**config.mk**
```make
export PLATFORM = sky130hd
export DESIGN_NAME = pwm_dimmer_flat
export DESIGN_NICKNAME = d
export VERILOG_FILES = /design/src/rtl/pwm_dimmer_pkg.sv /design/src/rtl/pwm_dimmer_if.sv /design/src/rtl/btn_edge.sv /design/src/rtl/pwm_dimmer.sv /design/src/flat_wrapper.sv
export SDC_FILE = /design/constraint.sdc
export NUM_CORES = 1
export LEC_CHECK = 0
export CORE_UTILIZATION = 55
export CTS_BUF_LIST = sky130_fd_sc_hd__clkbuf_4 sky130_fd_sc_hd__clkbuf_8
export CTS_CLUSTER_DIAMETER = 50
export DETAILED_ROUTE_END_ITERATION = 10
export GPL_TIMING_DRIVEN = 0
export HOLD_SLACK_MARGIN = 0.06
export PLACE_DENSITY = 0.86
export SLEW_MARGIN = 25
export SYNTH_ARGS = -nofsm -noshare
export SYNTH_HDL_FRONTEND = slang
export SYNTH_HIERARCHICAL = 1
export SYNTH_SLANG_ARGS = --single-unit
```
**constraint.sdc**
```tcl
create_clock -name clk -period 3.75 [get_ports clk]
set_input_delay 0.375 -clock clk [delete_from_list [all_inputs] [get_ports clk]]
set_output_delay 0.375 -clock clk [all_outputs]
set_load 0.05 [all_outputs]
```
**src/rtl/pwm_dimmer_pkg.sv**
```systemverilog
// -----------------------------------------------------------------------------
// pwm_dimmer_pkg
// Purpose : Shared defaults for the PWM dimmer block. Holds the default
//           period-counter width, PWM period, brightness step and reset duty,
//           plus the derived duty width (one bit wider than the counter so
//           that a duty of exactly PERIOD can be represented).
// Ports   : none (package)
// Config  : BTN_SYNC_EN (see btn_edge) selects a two-flop button synchronizer.
// -----------------------------------------------------------------------------
package pwm_dimmer_pkg;

  localparam int DEF_CNT_W    = 8;
  localparam int DEF_PERIOD   = 256;
  localparam int DEF_STEP     = 16;
  localparam int DEF_DUTY_RST = 0;

  // Duty spans 0..PERIOD and PERIOD may equal 2**CNT_W, hence the extra bit.
  localparam int DEF_DUTY_W   = DEF_CNT_W + 1;

  // Duty width derived from any counter width.
  function automatic int duty_width(input int cnt_w);
    return cnt_w + 1;
  endfunction

endpackage : pwm_dimmer_pkg

```
**src/rtl/pwm_dimmer_if.sv**
```systemverilog
// -----------------------------------------------------------------------------
// pwm_dimmer_if
// Purpose : Groups the dimmer control inputs and PWM/status outputs.
// Signals : en           - dimmer enable (master -> slave)
//           btn_up       - brightness-up button, level, active-high
//           btn_down     - brightness-down button, level, active-high
//           pwm          - registered PWM drive (slave -> master)
//           duty         - programmed duty, 0..PERIOD (slave -> master)
//           period_start - one-cycle pulse aligned with the cnt==0 pwm sample
// Modports: master (controller / bench side), slave (pwm_dimmer side)
// Config  : BTN_SYNC_EN has no effect on this interface.
// -----------------------------------------------------------------------------
interface pwm_dimmer_if
  import pwm_dimmer_pkg::*;
#(
  parameter int DUTY_W = DEF_DUTY_W
) ();

  logic              en;
  logic              btn_up;
  logic              btn_down;
  logic              pwm;
  logic [DUTY_W-1:0] duty;
  logic              period_start;

  modport master (
    output en,
    output btn_up,
    output btn_down,
    input  pwm,
    input  duty,
    input  period_start
  );

  modport slave (
    input  en,
    input  btn_up,
    input  btn_down,
    output pwm,
    output duty,
    output period_start
  );

endinterface : pwm_dimmer_if

```
**src/rtl/btn_edge.sv**
```systemverilog
// -----------------------------------------------------------------------------
// btn_edge
// Purpose : Rising-edge detector for one push-button level input, with an
//           optional two-flop synchronizer in front of it.
// Ports   : clk    - system clock
//           rst_n  - synchronous active-low reset
//           i_btn  - raw button level, active-high
//           o_edge - high for the cycle in which the (synchronized) button
//                    level is 1 and was 0 on the previous clock
// Config  : BTN_SYNC_EN defined   -> i_btn passes through two flops first;
//                                    button rise to duty change is 3 edges.
//           BTN_SYNC_EN undefined -> i_btn feeds the detector directly;
//                                    button rise to duty change is 1 edge.
// -----------------------------------------------------------------------------
module btn_edge (
  input  logic clk,
  input  logic rst_n,
  input  logic i_btn,
  output logic o_edge
);

  logic w_btn;
  logic r_btn_q;

`ifdef BTN_SYNC_EN
  logic r_sync1;
  logic r_sync2;

  // Two-flop synchronizer for the asynchronous button level.
  always_ff @(posedge clk) begin
    if (!rst_n) begin
      r_sync1 <= 1'b0;
      r_sync2 <= 1'b0;
    end else begin
      r_sync1 <= i_btn;
      r_sync2 <= r_sync1;
    end
  end

  assign w_btn = r_sync2;
`else
  assign w_btn = i_btn;
`endif

  // Previous-cycle button level for edge detection.
  always_ff @(posedge clk) begin
    if (!rst_n) begin
      r_btn_q <= 1'b0;
    end else begin
      r_btn_q <= w_btn;
    end
  end

  // A held button produces exactly one edge.
  assign o_edge = w_btn & ~r_btn_q;

endmodule : btn_edge

```
**src/rtl/pwm_dimmer.sv**
```systemverilog
// -----------------------------------------------------------------------------
// pwm_dimmer
// Purpose : Produces the single PWM line copied onto the board LEDs. A duty
//           register is stepped up/down by two buttons; a free-running period
//           counter compares against a shadow copy of the duty that is only
//           reloaded at period boundaries, so no period is ever glitched.
// Ports   : clk   - system clock
//           rst_n - synchronous active-low reset
//           bus   - pwm_dimmer_if.slave: en, btn_up, btn_down in;
//                   pwm, duty, period_start out (all registered)
// Params  : CNT_W    - period counter width
//           PERIOD   - PWM period in clocks, 2..2**CNT_W
//           STEP     - duty change per button press, >= 1
//           DUTY_RST - duty after reset, <= PERIOD
// Config  : BTN_SYNC_EN adds a two-flop synchronizer per button (btn_edge).
//           PWM and counter timing are the same in both builds.
// -----------------------------------------------------------------------------
module pwm_dimmer
  import pwm_dimmer_pkg::*;
#(
  parameter int CNT_W    = DEF_CNT_W,
  parameter int PERIOD   = DEF_PERIOD,
  parameter int STEP     = DEF_STEP,
  parameter int DUTY_RST = DEF_DUTY_RST
) (
  input  logic         clk,
  input  logic         rst_n,
  pwm_dimmer_if.slave  bus
);

  localparam int DW = CNT_W + 1;
  localparam int AW = CNT_W + 2;

  localparam logic [CNT_W-1:0] CNT_LAST   = CNT_W'(PERIOD - 1);
  localparam logic [CNT_W-1:0] CNT_ONE    = CNT_W'(1);
  localparam logic [DW-1:0]    DUTY_RST_V = DW'(DUTY_RST);
  localparam logic [DW-1:0]    PERIOD_D   = DW'(PERIOD);
  localparam logic [AW-1:0]    PERIOD_A   = AW'(PERIOD);
  localparam logic [AW-1:0]    STEP_A     = AW'(STEP);

  logic [CNT_W-1:0] r_cnt;
  logic [DW-1:0]    r_duty;
  logic [DW-1:0]    r_duty_active;
  logic             r_pwm;
  logic             r_period_start;

  logic             w_up_edge;
  logic             w_down_edge;
  logic             w_cnt_last;
  logic [CNT_W-1:0] w_cnt_nxt;
  logic             w_pwm_nxt;
  logic [AW-1:0]    w_duty_ext;
  logic [AW-1:0]    w_duty_sum;
  logic [AW-1:0]    w_duty_diff;
  logic [DW-1:0]    w_duty_nxt;

  btn_edge u_btn_up (
    .clk    (clk),
    .rst_n  (rst_n),
    .i_btn  (bus.btn_up),
    .o_edge (w_up_edge)
  );

  btn_edge u_btn_down (
    .clk    (clk),
    .rst_n  (rst_n),
    .i_btn  (bus.btn_down),
    .o_edge (w_down_edge)
  );

  // Counter wrap and the PWM compare (counter extended to duty width so a
  // duty of PERIOD keeps the output high for the whole period).
  always_comb begin
    w_cnt_last = (r_cnt == CNT_LAST);
    w_cnt_nxt  = r_cnt + CNT_ONE;
    if (w_cnt_last) begin
      w_cnt_nxt = '0;
    end else begin
      w_cnt_nxt = r_cnt + CNT_ONE;
    end
    w_pwm_nxt = bus.en && ({1'b0, r_cnt} < r_duty_active);
  end

  // Next programmed duty; two extra bits of headroom keep the saturation
  // compare free of wrap-around.
  always_comb begin
    w_duty_ext  = {1'b0, r_duty};
    w_duty_sum  = w_duty_ext + STEP_A;
    w_duty_diff = w_duty_ext - STEP_A;
    w_duty_nxt  = r_duty;
    if (w_up_edge && !w_down_edge) begin
      if (w_duty_sum > PERIOD_A) begin
        w_duty_nxt = PERIOD_D;
      end else begin
        w_duty_nxt = w_duty_sum[DW-1:0];
      end
    end else if (w_down_edge && !w_up_edge) begin
      if (w_duty_ext >= STEP_A) begin
        w_duty_nxt = w_duty_diff[DW-1:0];
      end else begin
        w_duty_nxt = '0;
      end
    end else begin
      w_duty_nxt = r_duty;
    end
  end

  // Programmed duty register; buttons act whether or not the dimmer is enabled.
  always_ff @(posedge clk) begin
    if (!rst_n) begin
      r_duty <= DUTY_RST_V;
    end else begin
      r_duty <= w_duty_nxt;
    end
  end

  // Period counter, shadow duty and registered PWM/period_start outputs.
  always_ff @(posedge clk) begin
    if (!rst_n) begin
      r_cnt          <= '0;
      r_duty_active  <= DUTY_RST_V;
      r_pwm          <= 1'b0;
      r_period_start <= 1'b0;
    end else if (bus.en) begin
      r_cnt          <= w_cnt_nxt;
      r_pwm          <= w_pwm_nxt;
      r_period_start <= (r_cnt == '0);
      // Shadow reload on the last count so the new duty is first seen on
      // the sample that coincides with period_start.
      if (w_cnt_last) begin
        r_duty_active <= r_duty;
      end else begin
        r_duty_active <= r_duty_active;
      end
    end else begin
      // Disabled: counter frozen, output low, shadow follows the duty so the
      // latest value is used as soon as counting resumes.
      r_cnt          <= r_cnt;
      r_pwm          <= 1'b0;
      r_period_start <= 1'b0;
      r_duty_active  <= r_duty;
    end
  end

  assign bus.pwm          = r_pwm;
  assign bus.duty         = r_duty;
  assign bus.period_start = r_period_start;

endmodule : pwm_dimmer
```
**src/flat_wrapper.sv**
```systemverilog
// flat-port wrapper written by rule: the top's interface ports become plain ports
module pwm_dimmer_flat import pwm_dimmer_pkg::*;
#(
  parameter int CNT_W    = DEF_CNT_W,
  parameter int PERIOD   = DEF_PERIOD,
  parameter int STEP     = DEF_STEP,
  parameter int DUTY_RST = DEF_DUTY_RST
)
  (clk, rst_n, bus_en, bus_btn_up, bus_btn_down, bus_pwm, bus_duty, bus_period_start);
  pwm_dimmer_if bus_i ();
  input  logic clk;
  input  logic rst_n;
  input wire logic [$bits(bus_i.en)-1:0] bus_en;
  input wire logic [$bits(bus_i.btn_up)-1:0] bus_btn_up;
  input wire logic [$bits(bus_i.btn_down)-1:0] bus_btn_down;
  output wire logic [$bits(bus_i.pwm)-1:0] bus_pwm;
  output wire logic [$bits(bus_i.duty)-1:0] bus_duty;
  output wire logic [$bits(bus_i.period_start)-1:0] bus_period_start;
  assign bus_i.en = bus_en;
  assign bus_i.btn_up = bus_btn_up;
  assign bus_i.btn_down = bus_btn_down;
  assign bus_pwm = bus_i.pwm;
  assign bus_duty = bus_i.duty;
  assign bus_period_start = bus_i.period_start;
  pwm_dimmer #(.CNT_W(CNT_W), .PERIOD(PERIOD), .STEP(STEP), .DUTY_RST(DUTY_RST)) u_core (.clk(clk), .rst_n(rst_n), .bus(bus_i));
endmodule
```
==> metrics <==
worst-path cell chain=clkdlybuf4s50_1; die area=0.00282 mm2; Worst Path Arrival=1750 ps; # DRC=0; Ant. Diodes=0; post-route minimum period=2120 ps; final max-slew violation count=0; Distinct cells, synth=41; Synth Instances=163; final setup vio count=0; WL final=2920 um; post-cts resize count=0; Clock Sinks=22; Inst Count DP=206; leading cell types in the layout, fill and taps excluded=dfxtp_1 (22), inv_1 (15), nand2_1 (11), ha_1 (11), clkdlybuf4s50_1 (10); post-CTS setup buffer count=0; nature of the critical path endpoint=primary output; CP max-delay cell=clkdlybuf4s50_1; post-synthesis cell area=0.00144 mm2; pwr dens=467 mW/mm2; Final Hold Viols=0; Yosys reg bits=22; final worst-path cycle share=0.565; Sequential Power Share=0.377; nets=197; asr flop ratio synth=0; FF-to-FF End=u_core/bus.duty[7]; gpl congestion=0.862; worst slack, placed=1320 ps; most common cell after layout, fill and taps aside=dfxtp_1; CTS Buf Count=3; core region area=0.00248 mm2; post-synthesis sequential area ratio=0.306; Worst path max stage delay=870 ps; Hold WC Path Type=primary input to register; crit path buf inv count=1; gr usage total=0.246; DIE HEIGHT=53.2 um; crit path from=u_core/bus.duty[8]; total net switching power=0.305 mW; status=finished clean; CP Launch Type=register; fillers=222; Layout Cells excl Fill=210; WS Path Type=register to primary output; clk_skew=4.17 ps; Max H-tree Level=1; Register-to-Register Path Depth=8; R2R setup slack=1900 ps; DP HPWL=2150 um; clock root cell=clkbuf_4; top cell family by delay on the critical path=buffers and inverters; Hold Path Depth=3; Leak=0.663 nW; Starting Density=0.581; initial DRC count=34; Worst VDD drop=0.497 mV; Initial DRT Pass Iterations=4; Detail Route Antenna Nets=0; area of the multi-input gates=862 um2; DP Area=0.00159 mm2; Design Area, Final=0.00162 mm2; Vias=1229; critical path depth in cells=1; initial antenna violation count=0; hold buffers post-CTS=0; io pins=16; cell-internal power=0.453 mW; clock-pin slew on the worst setup and hold paths=130 ps; Via-to-Cell Ratio=5.85; num rows=18; max cap viols=0; largest net degree at the start of global routing=13; layout cells sized above 1=0.117; die span in x=53.2 um; RSZ-0062 raised after global routing=false; Comb pwr share=0.443; YS warnings=6; Worst Hold Launch=bus_en; vias in the first global route=1166; syn_area_per_cell=8.83 um2; Reg area=440 um2; Worst EP required=3380 ps; r2r startpoint=u_core/u_btn_down/r_btn_q; clock network power share=0.180; worst hold endpoint=u_core/bus.period_start; Sw Share=0.402; CTS Buffer Depth=2; Setup TNS=0 ps; first-pass GRT wire length=4970 um; IO Port Bufs=10; CTS tree=yes; GRT overflow=0; Fmax=0.472 GHz; routed len/inst=13.9 um; ys flop type=dfxtp_1; Overall Power=0.758 mW; Setup WS post-layout=1630 ps; CP max FO=8; Layout Area Growth over Synthesis=12.9%; clk_lat worst skew=320 ps; Post-synth EDFFs=0
-- flip-flops by register name, indices dropped and copies added, names as in the netlist --
signal	count
u_core/u_btn_down/r_btn_q	1
u_core/r_cnt	8
u_core/bus.duty	5
u_core/r_duty_active	5
u_core/u_btn_up/r_btn_q	1
u_core/bus.period_start	1
u_core/bus.pwm	1
-- synthesized netlist by cell type, types with 3 or more instances --
library cell	instances	area (um2)
nand4_1	3	18.8
xnor2_1	5	43.8
a21oi_1	3	15.0
nand2_1	11	41.3
mux2i_1	7	70.1
a31oi_1	3	18.8
and2_1	8	50.1
buf_2	4	20.0
a21boi_0	3	22.5
nor2b_1	6	37.5
nor2_1	5	18.8
buf_4	7	52.6
ha_1	11	138
nand3_1	6	30.0
dfxtp_1	22	440
o21ai_0	7	35.0
a32o_1	4	40.0
inv_1	15	56.3
-- cells by family after synthesis --
group / share of synthesized area
simple gates: 0.247
compound gates: 0.167
buf+inv: 0.103
flops: 0.306
fa+ha+maj: 0.0957
mux: 0.0487
xor+xnor: 0.0304
other cells: 0.00261
-- stage by stage --
| step | hold WS, ps | util |
|---|---|---|
| finish | 383 | 0.656 |
| detailed placement | 512 | 0.641 |
| global placement | 469 | 0.641 |
| CTS | 361 | 0.656 |
| floorplan | 450 | - |
| global route | 371 | 0.656 |
-- worst max-delay path by stage --
| stage | to | slack, ps |
|---|---|---|
| 2_1_floorplan | u_core/bus.duty[6] | 1770 |
| 3_3_place_gp | u_core/bus.duty[7] | 1360 |
| 3_5_place_dp | u_core/bus.duty[7] | 1320 |
| 4_1_cts | bus_duty[8] | 1630 |
| 5_1_grt | u_core/bus.duty[7] | 1530 |
| 6_report | bus_duty[8] | 1630 |
-- power groups by stage --
stage | sequential (mW) | clock, mW | combinational, mW
3_5_place_dp | 0.292 | 0 | 0.327
3_3_place_gp | 0.290 | 0 | 0.320
5_1_grt | 0.290 | 0.151 | 0.366
6_report | 0.286 | 0.136 | 0.335
4_1_cts | 0.286 | 0.142 | 0.331
2_1_floorplan | 0.341 | 0 | 0.202
-- metal layers --
layer | routed length [um] | GRT usage
met1 | 1260 | 0.307
met2 | 1430 | 0.397
met3 | 175 | 0.0460
met4 | 61 | 0.127
met5 | 0 | 0
-- layout make-up --
type / count / area share
multi-input combinational: 115 / 0.531
buffer: 14 / 0.0562
clock buffer: 4 / 0.0223
tap: 30 / 0.0231
timing repair buffer: 10 / 0.0616
sequential: 22 / 0.271
inverter: 15 / 0.0347
No activity file was read; power rests on OpenSTA's default activity.
